===== config.mk =====
export PLATFORM = sky130hd
export DESIGN_NAME = maple_frame_decoder_flat
export DESIGN_NICKNAME = d
export VERILOG_FILES = /design/src/rtl/maple_frame_decoder_if.sv /design/src/rtl/maple_frame_decoder.sv /design/src/flat_wrapper.sv
export SDC_FILE = /design/constraint.sdc
export NUM_CORES = 1
export LEC_CHECK = 0
export CAP_MARGIN = 20
export CORE_ASPECT_RATIO = 1.5
export CORE_UTILIZATION = 30
export CTS_BUF_LIST = sky130_fd_sc_hd__clkbuf_2
export CTS_CLUSTER_SIZE = 20
export DETAILED_ROUTE_END_ITERATION = 7
export PLACE_DENSITY_LB_ADDON = 0.25
export SYNTH_ARGS = -nofsm -noshare
export SYNTH_HDL_FRONTEND = slang
export SYNTH_SLANG_ARGS = --single-unit

===== constraint.sdc =====
create_clock -name clk -period 3.9 [get_ports clk]
set_clock_uncertainty 0.1 [all_clocks]
set_input_delay 0.78 -clock clk [delete_from_list [all_inputs] [get_ports clk]]
set_output_delay 0.78 -clock clk [all_outputs]
set_load 0.01 [all_outputs]

===== src/rtl/maple_frame_decoder_if.sv =====
// Maple frame decoder bus: edge strobes from the edge detector in,
// decoded words and frame status out to the frame buffer.
interface maple_frame_decoder_if #(
    parameter int WORD_BITS = 8,
    parameter int CNT_W     = 11
);
    logic                 enable;
    logic                 sdcka_data;
    logic                 sdcka_negedge;
    logic                 sdckb_data;
    logic                 sdckb_negedge;
    logic [WORD_BITS-1:0] word;
    logic                 word_valid;
    logic [CNT_W-1:0]     word_count;
    logic [7:0]           checksum;
    logic                 frame_done;
    logic                 frame_partial;
    logic                 frame_overflow;

    modport master (
        output enable, sdcka_data, sdcka_negedge, sdckb_data, sdckb_negedge,
        input  word, word_valid, word_count, checksum,
               frame_done, frame_partial, frame_overflow
    );

    modport slave (
        input  enable, sdcka_data, sdcka_negedge, sdckb_data, sdckb_negedge,
        output word, word_valid, word_count, checksum,
               frame_done, frame_partial, frame_overflow
    );
endinterface


===== src/rtl/maple_frame_decoder.sv =====
// Maple frame decoder: turns alternating SDCKA/SDCKB falling-edge strobes
// into WORD_BITS-wide words, counting words, keeping an XOR checksum of
// all bytes and flagging partial or overflowed frames.
module maple_frame_decoder #(
    parameter int WORD_BITS = 8,
    parameter int MAX_WORDS = 1028,
    parameter int CNT_W     = 11
) (
    input  logic                 clk,
    input  logic                 reset,
    maple_frame_decoder_if.slave bus
);
    localparam int BC_W = $clog2(WORD_BITS);

    typedef enum logic [1:0] {
        IDLE   = 2'd0,
        PHASE1 = 2'd1,
        PHASE2 = 2'd2,
        DONE   = 2'd3
    } state_t;

    state_t               state_q, state_d;
    logic [WORD_BITS-1:0] shift_q, shift_d;
    logic [BC_W-1:0]      bitCnt_q, bitCnt_d;
    logic [WORD_BITS-1:0] word_q, word_d;
    logic                 wordValid_q, wordValid_d;
    logic [CNT_W-1:0]     count_q, count_d;
    logic [7:0]           checksum_q, checksum_d;
    logic                 partial_q, partial_d;
    logic                 overflow_q, overflow_d;

    logic                 frameStart;
    logic                 shiftEn;
    logic                 shiftBit;
    logic                 enterDone;
    logic                 frameDone;

    logic [WORD_BITS-1:0] shiftBase;
    logic [BC_W-1:0]      cntBase;
    logic [CNT_W-1:0]     countBase;
    logic [7:0]           checksumBase;
    logic [WORD_BITS-1:0] newShift;

    function automatic logic [7:0] byteXor(input logic [WORD_BITS-1:0] w);
        logic [7:0] acc;
        acc = '0;
        for (int i = 0; i < WORD_BITS / 8; i++) begin
            acc = acc ^ w[i*8 +: 8];
        end
        return acc;
    endfunction

    // State register; reset may land mid-frame and abandons it.
    always_ff @(posedge clk or negedge reset) begin
        if (!reset) begin
            state_q <= IDLE;
        end else begin
            state_q <= state_d;
        end
    end

    // Next state: phases alternate on the matching strobe, enable low wins.
    always_comb begin
        state_d = state_q;
        case (state_q)
            IDLE: begin
                if (bus.enable) begin
                    state_d = bus.sdcka_negedge ? PHASE2 : PHASE1;
                end
            end
            PHASE1: begin
                if (!bus.enable) begin
                    state_d = DONE;
                end else if (bus.sdcka_negedge) begin
                    state_d = PHASE2;
                end
            end
            PHASE2: begin
                if (!bus.enable) begin
                    state_d = DONE;
                end else if (bus.sdckb_negedge) begin
                    state_d = PHASE1;
                end
            end
            DONE:    state_d = IDLE;
            default: state_d = IDLE;
        endcase
    end

    // FSM decodes: which bit (if any) is captured this cycle, frame start/end.
    always_comb begin
        frameStart = 1'b0;
        shiftEn    = 1'b0;
        shiftBit   = 1'b0;
        enterDone  = 1'b0;
        frameDone  = 1'b0;
        case (state_q)
            IDLE: begin
                frameStart = bus.enable;
                shiftEn    = bus.enable & bus.sdcka_negedge;
                shiftBit   = bus.sdckb_data;
            end
            PHASE1: begin
                enterDone = ~bus.enable;
                shiftEn   = bus.enable & bus.sdcka_negedge;
                shiftBit  = bus.sdckb_data;
            end
            PHASE2: begin
                enterDone = ~bus.enable;
                shiftEn   = bus.enable & bus.sdckb_negedge;
                shiftBit  = bus.sdcka_data;
            end
            DONE:    frameDone = 1'b1;
            default: frameDone = 1'b0;
        endcase
    end

    // A new frame starts from a clean slate even if its first bit lands now.
    assign shiftBase    = frameStart ? '0 : shift_q;
    assign cntBase      = frameStart ? '0 : bitCnt_q;
    assign countBase    = frameStart ? '0 : count_q;
    assign checksumBase = frameStart ? '0 : checksum_q;
    assign newShift     = {shiftBase[WORD_BITS-2:0], shiftBit};

    // Datapath next state: shift, word completion, overflow and partial flags.
    always_comb begin
        shift_d     = shift_q;
        bitCnt_d    = bitCnt_q;
        word_d      = word_q;
        wordValid_d = 1'b0;
        count_d     = count_q;
        checksum_d  = checksum_q;
        partial_d   = partial_q;
        overflow_d  = overflow_q;
        if (frameStart) begin
            shift_d    = '0;
            bitCnt_d   = '0;
            count_d    = '0;
            checksum_d = '0;
            partial_d  = 1'b0;
            overflow_d = 1'b0;
        end
        if (shiftEn) begin
            shift_d = newShift;
            if (cntBase == BC_W'(WORD_BITS - 1)) begin
                bitCnt_d = '0;
                if (countBase == CNT_W'(MAX_WORDS)) begin
                    overflow_d = 1'b1;
                end else begin
                    word_d      = newShift;
                    wordValid_d = 1'b1;
                    count_d     = countBase + CNT_W'(1);
                    checksum_d  = checksumBase ^ byteXor(newShift);
                end
            end else begin
                bitCnt_d = cntBase + BC_W'(1);
            end
        end
        if (enterDone) begin
            partial_d = (bitCnt_q != '0);
        end
    end

    // Datapath registers.
    always_ff @(posedge clk or negedge reset) begin
        if (!reset) begin
            shift_q     <= '0;
            bitCnt_q    <= '0;
            word_q      <= '0;
            wordValid_q <= 1'b0;
            count_q     <= '0;
            checksum_q  <= '0;
            partial_q   <= 1'b0;
            overflow_q  <= 1'b0;
        end else begin
            shift_q     <= shift_d;
            bitCnt_q    <= bitCnt_d;
            word_q      <= word_d;
            wordValid_q <= wordValid_d;
            count_q     <= count_d;
            checksum_q  <= checksum_d;
            partial_q   <= partial_d;
            overflow_q  <= overflow_d;
        end
    end

    assign bus.word           = word_q;
    assign bus.word_valid     = wordValid_q;
    assign bus.word_count     = count_q;
    assign bus.checksum       = checksum_q;
    assign bus.frame_done     = frameDone;
    assign bus.frame_partial  = partial_q;
    assign bus.frame_overflow = overflow_q;
endmodule


===== src/flat_wrapper.sv =====
// flat-port wrapper written by rule: the top's interface ports become plain ports
module maple_frame_decoder_flat 
#(
    parameter int WORD_BITS = 8,
    parameter int MAX_WORDS = 1028,
    parameter int CNT_W     = 11
)
  (clk, reset, bus_enable, bus_sdcka_data, bus_sdcka_negedge, bus_sdckb_data, bus_sdckb_negedge, bus_word, bus_word_valid, bus_word_count, bus_checksum, bus_frame_done, bus_frame_partial, bus_frame_overflow);
  maple_frame_decoder_if #(.WORD_BITS(WORD_BITS), .CNT_W(CNT_W)) bus_i ();
  input  logic clk;
  input  logic reset;
  input wire logic [$bits(bus_i.enable)-1:0] bus_enable;
  input wire logic [$bits(bus_i.sdcka_data)-1:0] bus_sdcka_data;
  input wire logic [$bits(bus_i.sdcka_negedge)-1:0] bus_sdcka_negedge;
  input wire logic [$bits(bus_i.sdckb_data)-1:0] bus_sdckb_data;
  input wire logic [$bits(bus_i.sdckb_negedge)-1:0] bus_sdckb_negedge;
  output wire logic [$bits(bus_i.word)-1:0] bus_word;
  output wire logic [$bits(bus_i.word_valid)-1:0] bus_word_valid;
  output wire logic [$bits(bus_i.word_count)-1:0] bus_word_count;
  output wire logic [$bits(bus_i.checksum)-1:0] bus_checksum;
  output wire logic [$bits(bus_i.frame_done)-1:0] bus_frame_done;
  output wire logic [$bits(bus_i.frame_partial)-1:0] bus_frame_partial;
  output wire logic [$bits(bus_i.frame_overflow)-1:0] bus_frame_overflow;
  assign bus_i.enable = bus_enable;
  assign bus_i.sdcka_data = bus_sdcka_data;
  assign bus_i.sdcka_negedge = bus_sdcka_negedge;
  assign bus_i.sdckb_data = bus_sdckb_data;
  assign bus_i.sdckb_negedge = bus_sdckb_negedge;
  assign bus_word = bus_i.word;
  assign bus_word_valid = bus_i.word_valid;
  assign bus_word_count = bus_i.word_count;
  assign bus_checksum = bus_i.checksum;
  assign bus_frame_done = bus_i.frame_done;
  assign bus_frame_partial = bus_i.frame_partial;
  assign bus_frame_overflow = bus_i.frame_overflow;
  maple_frame_decoder #(.WORD_BITS(WORD_BITS), .MAX_WORDS(MAX_WORDS), .CNT_W(CNT_W)) u_core (.clk(clk), .reset(reset), .bus(bus_i));
endmodule

==> results.ini, run 1 <==
[die]
row_count=37
io_pins=38
start_util=0.314
die_w_um=71.3
die_y_um=106
core_um2=6900
dieArea_um2=7560

[timing]
relSlewSlack=0.377
rsz0062_at_grt=no
finalCritPeriodShare=0.777
fmax_mhz=330
setup_viol=0
tns_ns=0
maxSlewViolCount=0
worstMarginPinSlew_ns=0.935
finalHoldViolations=0
min_period_ns=3.03

[critical_path]
crit_slowest_cell=clkdlybuf4s50_1
worstPathCellList=clkdlybuf4s50_1 -> nand2_1 -> and2_1 -> ha_1 -> ha_1 -> and4b_1 -> nand4_4 -> or4_1 -> a21oi_1
max_stage_delay_ns=0.55
arrival_ns=3.28
cp.required_ns=4.14
worstSetupPathType=in2reg
cpMostUsedCell=ha_1
crit_fanout=9
worstSetupEndpointType=register
cp-start-kind=primary input

[clock_network]
ctsRootBufferMaster=clkbuf_2
hold_buffers=0
ctsHtreeMaxLevel=2
clk_path_buf_depth=2
cts.clk_slew.worst_paths_ns=0.24
cts_tree=yes
insertion_delay_ns=0.41
post_cts_buffers=0
cts_buffers=5
clock_sinks=42
cts_resized=0

[synthesis]
synth_edf_count=0
synth_top_area_share=0.486
ys_warn_count=0
ys_seq_area_frac=0.486
synthArstFlopShare=1.00
synth_nets=229
synth_seq_cells=42
synth.distinct_cells=39
avgSynthCellArea_um2=10.1
syn_inst=215
synth.most_common_cell=dfrtp_1
synth_common_cells=dfrtp_1 (42), nor2_1 (22), nand2_1 (20)
synth-main-ff-cell=dfrtp_1
synthTopCellsByArea=dfrtp_1 (49%), ha_1 (4.0%), nor2_1 (3.8%)
synth_area_um2=2160
synth_largest_area_cell=dfrtp_1

[finish]
postLayoutCoreUtil=0.386
drive_gt1_frac=0.0876
syn_to_final_growth_pct=23.2
n_fill_cell=693
num-nets-final=264

[power]
fin_total_pwr_w=0.00124
powerDensity_nw_per_um2=466
ir_drop_mv=0.234
p_leak_nw=1.24

[routing]
vias=1656
wirelength_mm=4.67
routedWlPerCell_um=14.1
drt-initial-drc-count=132
vias_per_cell=5.02
drc_errors=6
dr.pass1.iters=5
ant_nets=0

[grt]
globalRouteMet3Util=0.0199
use_met2=0.231
grt_pass1_wl_mm=8.09
grt_max_degree=43
grt_pass1_vias=1583
top_usage_layer=met2
grt_overflow=0
track_usage=0.136
antenna_found_initial=1
use_met1=0.171

[flow_run]
drv_cap=0

[hold_path]
hold_path_class=in2async

[outcome]
violations=DRC
status=finished with violations

[placement]
gp_congestion=0.706
io_buffers=37
dp_hpwl_mm=3.20

logic make-up (layout without fill, tap and decap cells):
family,after synthesis,in the layout,share of synthesized area
and+or+nand+nor,77,77,0.195
DFF,42,42,0.486
AOI/OAI and AO/OA,40,40,0.123
buffers and inverters,27,63,0.0555
muxes,12,12,0.0596
xor gates and xnor gates,10,10,0.0405
adders and majority gates,7,7,0.0405
other,0,1,0
through the flow:
| step | hold WS, ns | cell area [µm²] | setup WS [ns] | std cells |
|---|---|---|---|---|
| final | 0.374 | 2670 | 0.868 | 330 |
| after global routing | 0.383 | 2670 | 0.744 | 330 |
| after CTS | 0.387 | 2660 | 0.862 | 329 |
| after detailed placement | 0.419 | 2590 | 0.420 | 321 |
| after global placement | 0.415 | 2590 | 0.514 | 321 |
| after floorplan | 0.384 | 2160 | 0.966 | 215 |
routing by layer:
metal,routed length [µm],vias to the layer above
met5,0,-
met4,80,0
met3,107,5
met2,2370,26
met1,2110,799
li1,-,826
power by group:
part	switching (W)	internal [W]	leakage (nW)
clock	0.000153	0.000108	0.0352
combinational	0.000231	0.000194	0.664
sequential	0.0000546	0.000502	0.537
total	0.000438	0.000803	1.24
state kept, by name (all words and copies together) (netlist names):
name	cells
u_core.bus.word_count	11
u_core.bus.checksum	8
u_core.bus.word	8
u_core.shift_q	7
u_core.bitCnt_q	3
u_core.state_q	2
u_core.bus.frame_overflow	1
u_core.bus.frame_partial	1
u_core.bus.word_valid	1
layout make-up:
type                       count  area, µm²  area share
antenna                        1       2.50    0.000939
clock buffer                   5       25.0     0.00939
clock inverter                 3       45.0      0.0169
inverter                      13       48.8      0.0183
multi-input combinational    146        992       0.372
sequential                    42       1050       0.394
tap                           78       97.6      0.0366
timing repair buffer          42        403       0.151
critical path: cells and delay by family:
family          cells  cell delay [ns]
compound gates      1             0.15
fa+ha+maj           2             0.35
buf+inv             1             0.55
simple gates        5             1.45
placed cells by master (no fill, tap or decap), types with 3 or more instances in the layout:
master,count
a21oi_1,5
a31oi_1,8
a41o_1,7
and2_1,5
buf_4,5
clkbuf_2,5
clkdlybuf4s50_1,36
dfrtp_1,42
ha_1,7
inv_1,13
mux2_2,3
mux2i_1,8
nand2_1,20
nand3_1,5
nand4_1,8
nor2_1,22
nor3_1,3
o21ai_0,13
xnor2_1,3
xor2_1,7
path summary, 6_finish.rpt:
path | slack, ns | to | cells after the start | startpoint
worst min-delay path | 0.37 | u_core.bus.word[2]$_DFFE_PN0P_ | 1 | reset
max in group asynchronous | 2.75 | u_core.bus.word_count[1]$_DFF_PN0_ | 1 | reset
min in group clk | 0.44 | u_core.bus.word[0]$_DFFE_PN0P_ | 2 | u_core.bus.word[0]$_DFFE_PN0P_
worst max register to register | 1.02 | u_core.bus.word_count[10]$_DFF_PN0_ | 10 | u_core.state_q[0]$_DFFE_PN0P_
worst max-delay path | 0.87 | u_core.bus.word_count[10]$_DFF_PN0_ | 9 | bus_enable
worst min register to register | 0.44 | u_core.bus.word[0]$_DFFE_PN0P_ | 2 | u_core.bus.word[0]$_DFFE_PN0P_
Note: power is estimated with default switching activity, not from simulation.
==> run 2, diff against run 1 <==
- clock period: 3.9 -> 3 ns (I/O delays scaled with it)
==> run 2 against run 1 <==
  * Die area unchanged
  * Flip-flop and latch count unchanged
  * Combinational power increased by 29%
  * The run still ends with DRC left
==> results.ini, run 2 (same netlist as run 1, synthesis figures left out) <==
[outcome]
status=finished with violations
violations=DRC

[die]
start_util=0.314
io_pins=38
die_w_um=71.3
dieArea_um2=7560
core_um2=6900
row_count=37
die_y_um=106

[timing]
finalHoldViolations=0
worstMarginPinSlew_ns=0.926
setup_viol=0
rsz0062_at_grt=no
relSlewSlack=0.383
tns_ns=0
maxSlewViolCount=0
fmax_mhz=380
setup_ws_ns=0.370
min_period_ns=2.63
finalCritPeriodShare=0.877

[finish]
n_fill_cell=689
final_cell_mix=dfrtp_1 (42), clkdlybuf4s50_1 (36), nor2_1 (22)
largest_reg_flops=11
regArea_um2=1050
num-nets-final=269
final_common_cell=dfrtp_1
syn_to_final_growth_pct=23.5
drive_gt1_frac=0.102
multi_input_area_um2=992

[critical_path]
max_stage_delay_ns=0.48
worstSetupEndpointType=register
cp.required_ns=3.23
arrival_ns=2.86
worstSetupPathType=reg2reg
worstPathCellList=inv_1 -> ha_1 -> nand2_1 -> and2_1 -> ha_1 -> ha_1 -> and4b_1 -> nand4_4 -> or4_1 -> a21oi_1
cp-start-kind=register
crit_fanout=5
cpMostUsedCell=ha_1
crit_slowest_cell=or4_1

[routing]
drc_errors=6
wirelength_mm=4.50
routedWlPerCell_um=13.4
drt-initial-drc-count=125
ant_nets=0
vias=1687
dr.pass1.iters=7
vias_per_cell=5.04

[placement]
gp_congestion=0.751
pre_cts_slack_ns=0.104
io_buffers=37
dp_hpwl_mm=3.22

[flow_run]
drv_cap=0

[clock_network]
clock_sinks=42
cts_buffers=5
cts_resized=0
hold_buffers=0
ctsRootBufferMaster=clkbuf_2
clk_path_buf_depth=2
ctsHtreeMaxLevel=2
cts_tree=yes
insertion_delay_ns=0.40
cts.clk_slew.worst_paths_ns=0.22
post_cts_buffers=0

[grt]
track_usage=0.134
antenna_found_initial=1
grt_max_degree=43
grt_pass1_wl_mm=7.93
grt_overflow=0
grt_pass1_vias=1685

[hold_path]
hold_path_class=in2async

[power]
p_leak_nw=1.26
powerDensity_nw_per_um2=563
ir_drop_mv=0.317

[run 2: cell types whose count changed in the layout (fill, tap and decap cells not counted), sizes merged]
| cell | previous run | this run |
|---|---|---|
| buf | 6 | 11 |
| clkinv | 0 | 2 |
| bufinv | 1 | 0 |
| clkbuf | 5 | 6 |
| clkinvlp | 2 | 0 |
[run 2: metrics by stage]
stage	hold slack, ns	std cells	power, W	instance area (µm²)	utilization
finish	0.212	335	0.00150	2670	0.387
CTS	0.233	334	0.00153	2670	0.387
global placement	0.381	326	0.00128	2630	0.381
detailed placement	0.387	326	0.00129	2630	0.381
floorplan	0.204	215	0.00109	2160	-
global route	0.265	335	0.00163	2670	0.387
[run 2: worst max-delay path, delay by kind of cell, from the launching register on]
kind / cells / cell delay (ns)
AND/OR/NAND/NOR: 5 / 1.19
AO/OA/AOI/OAI: 1 / 0.14
adder cells (fa/ha/maj): 3 / 0.60
flip-flops: 1 / 0.45
buffers and inverters: 1 / 0.10
[run 2: power by group]
part / switching [W] / internal [W] / total, W
combinational: 0.000296 / 0.000253 / 0.000549
sequential: 0.0000672 / 0.000652 / 0.000719
clock: 0.000179 / 0.0000574 / 0.000236
[run 2: layer usage]
metal  up-vias  GRT usage  part of all wire
met5         -          0                 0
met4         0     0.0600             0.018
met3         4     0.0237             0.034
met2        31      0.222              0.51
met1       816      0.167              0.44
li1        836          -                 -
[run 2: worst paths after layout]
kind | startpoint | to | cells after the start | slack, ns
setup / recovery | u_core.state_q[0]$_DFFE_PN0P_ | u_core.bus.word_count[10]$_DFF_PN0_ | 10 | 0.37
hold / removal | reset | u_core.bus.word[6]$_DFFE_PN0P_ | 1 | 0.21
setup reg to reg | u_core.state_q[0]$_DFFE_PN0P_ | u_core.bus.word_count[10]$_DFF_PN0_ | 10 | 0.37
hold reg to reg | u_core.bus.frame_overflow$_DFF_PN0_ | u_core.bus.frame_overflow$_DFF_PN0_ | 1 | 0.42
max in group asynchronous | reset | u_core.bus.checksum[2]$_DFF_PN0_ | 1 | 2.02
min in group clk | u_core.bus.frame_overflow$_DFF_PN0_ | u_core.bus.frame_overflow$_DFF_PN0_ | 1 | 0.42
[run 2: final cells by class]
| cell class | instances | share of cell area |
|---|---|---|
| Sequential cell | 42 | 0.393 |
| Antenna cell | 1 | 0.000937 |
| Inverter | 13 | 0.0183 |
| Multi-Input combinational cell | 146 | 0.371 |
| Tap cell | 78 | 0.0365 |
| Clock buffer | 6 | 0.0112 |
| Timing Repair Buffer | 47 | 0.165 |
| Clock inverter | 2 | 0.00328 |
==> run 3, diff against run 2 <==
--- a/config.mk
+++ b/config.mk
@@ -8,4 +8,5 @@
 export CAP_MARGIN = 20
 export CORE_ASPECT_RATIO = 1.5
+export CORE_MARGIN = 3
 export CORE_UTILIZATION = 30
 export CTS_BUF_LIST = sky130_fd_sc_hd__clkbuf_2
@@ -13,4 +14,5 @@
 export DETAILED_ROUTE_END_ITERATION = 7
 export PLACE_DENSITY_LB_ADDON = 0.25
+export SLEW_MARGIN = 20
 export SYNTH_ARGS = -nofsm -noshare
 export SYNTH_HDL_FRONTEND = slang
==> constraint.sdc (replaced) <==
create_clock -name clk -period 3 [get_ports clk]
set_clock_uncertainty 0.1 [all_clocks]
set_input_delay 0.6 -clock clk [delete_from_list [all_inputs] [get_ports clk]]
set_output_delay 0.6 -clock clk [all_outputs]
set_load 0.02 [all_outputs]
==> run 3 against run 2 <==
  * Via count is 0.59% lower
  * Combinational power is 6.0% higher
  * Highest routed layer unchanged
  * The run now ends clean
  * Power is 2.9% higher
==> results.ini, run 3 (same netlist as run 1, synthesis figures left out) <==
[die]
die_w_um=75.3
die_y_um=110
start_util=0.312
core_um2=6940
io_pins=38
dieArea_um2=8290
row_count=37

[routing]
drt-initial-drc-count=102
drc_errors=0
dr.pass1.iters=4
routedWlPerCell_um=14.0
ant_nets=0
vias_per_cell=5.05
wirelength_mm=4.63
vias=1677

[power]
p_int_w=0.000955
p_clk_frac=0.160
p_sw_w=0.000594
comb_power_share=0.376
swShare=0.383
ir_drop_mv=0.339
seq_power_share=0.465
p_leak_nw=1.24
powerDensity_nw_per_um2=583

[clock_network]
cts_tree=yes
post_cts_buffers=0
ctsRootBufferMaster=clkbuf_2
clk_path_buf_depth=2
insertion_delay_ns=0.41
ctsHtreeMaxLevel=2
cts.clk_slew.worst_paths_ns=0.24
cts_resized=0
cts_buffers=5
hold_buffers=0
clock_sinks=42

[finish]
postLayoutCoreUtil=0.383
largest_reg_flops=11
final_common_cell=dfrtp_1
final_cells=332
stdcell_area_um2=2660
syn_to_final_growth_pct=22.8
drive_gt1_frac=0.0945
num-nets-final=267
n_antenna_cell=0
final_cell_mix=dfrtp_1 (42), clkdlybuf4s50_1 (36), nor2_1 (22)

[placement]
gp_congestion=0.720
dp_hpwl_mm=3.31
post_dp_cell_area_um2=2620
place_inst=324
io_buffers=37
pre_cts_slack_ns=0.0907

[critical_path]
worstSetupEndpointType=register
r2r_end=u_core.bus.word_count[10]$_DFF_PN0_
reg2reg_from=u_core.state_q[0]$_DFFE_PN0P_
path_delay_family=simple AND/OR/NAND/NOR gates
crit_slowest_cell=or4_1
worstSetupPathType=reg2reg
arrival_ns=2.91
cpMostUsedCell=ha_1
rr_worst_depth=10
crit_fanout=5
worstPathCellList=inv_1 -> ha_1 -> nand2_1 -> and2_1 -> ha_1 -> ha_1 -> and4b_1 -> nand4_4 -> or4_1 -> a21oi_1
cp-start-kind=register
critical_path_buf_inv_count=1
max_stage_delay_ns=0.48
rrSetupSlack_ns=0.32
cp.required_ns=3.23

[grt]
grt_max_degree=43
grt_pass1_vias=1661
grt_overflow=0
grt_pass1_wl_mm=7.84
antenna_found_initial=0
track_usage=0.123

[timing]
min_period_ns=2.68
relSlewSlack=0.368
setup_viol=0
setup_ws_ns=0.325
maxSlewViolCount=0
fmax_mhz=374
finalCritPeriodShare=0.892
worstMarginPinSlew_ns=0.948
finalHoldViolations=0
rsz0062_at_grt=no
tns_ns=0

[outcome]
status=completed

[hold_path]
hold_path_class=in2async

[flow_run]
drv_cap=0

-- run 3: changes by cell type in the layout (fill, tap and decap cells not counted), sizes merged --
cell      before  now
clkinvlp       0    1
buf           11    9
diode          1    0
clkbuf         6    5
-- run 3: how the worst max path moves through the flow --
| stage | depth (start not counted) | startpoint | to |
|---|---|---|---|
| floorplan | 11 | bus_enable | u_core.bus.word_count[10]$_DFF_PN0_ |
| finish | 10 | u_core.state_q[0]$_DFFE_PN0P_ | u_core.bus.word_count[10]$_DFF_PN0_ |
| global placement | 9 | bus_enable | u_core.bus.word_count[10]$_DFF_PN0_ |
| global route | 10 | u_core.state_q[0]$_DFFE_PN0P_ | u_core.bus.word_count[10]$_DFF_PN0_ |
| detailed placement | 9 | bus_enable | u_core.bus.word_count[10]$_DFF_PN0_ |
| CTS | 10 | u_core.state_q[0]$_DFFE_PN0P_ | u_core.bus.word_count[10]$_DFF_PN0_ |
-- run 3: cell type report --
| type | instances | area (µm²) |
|---|---|---|
| Inverter | 13 | 48.8 |
| Fill cell | 714 | 4290 |
| Multi-Input combinational cell | 146 | 992 |
| Clock buffer | 5 | 25.0 |
| Timing Repair Buffer | 45 | 425 |
| Clock inverter | 3 | 16.3 |
| Sequential cell | 42 | 1050 |
| Tap cell | 78 | 97.6 |
-- run 3: power by group through the flow --
stage | Sequential [W] | Combinational (W) | Clock [W]
6_report | 0.000720 | 0.000582 | 0.000247
5_1_grt | 0.000735 | 0.000655 | 0.000287
4_1_cts | 0.000721 | 0.000590 | 0.000260
3_5_place_dp | 0.000731 | 0.000586 | 0
3_3_place_gp | 0.000729 | 0.000575 | 0
2_1_floorplan | 0.000759 | 0.000360 | 0
-- run 3: layer usage --
layer  track usage  vias to the layer above  part of all wire
met3        0.0218                        5             0.024
li1              -                      828                 -
met1         0.147                      819              0.43
met2         0.214                       25              0.53
met4        0.0450                        0             0.016
met5             0                        -                 0
-- run 3: through the flow --
step           power, W  hold slack [ns]
2_1_floorplan   0.00112            0.204
3_3_place_gp    0.00130            0.412
3_5_place_dp    0.00132            0.423
4_1_cts         0.00157            0.216
5_1_grt         0.00168            0.232
6_report        0.00155            0.205
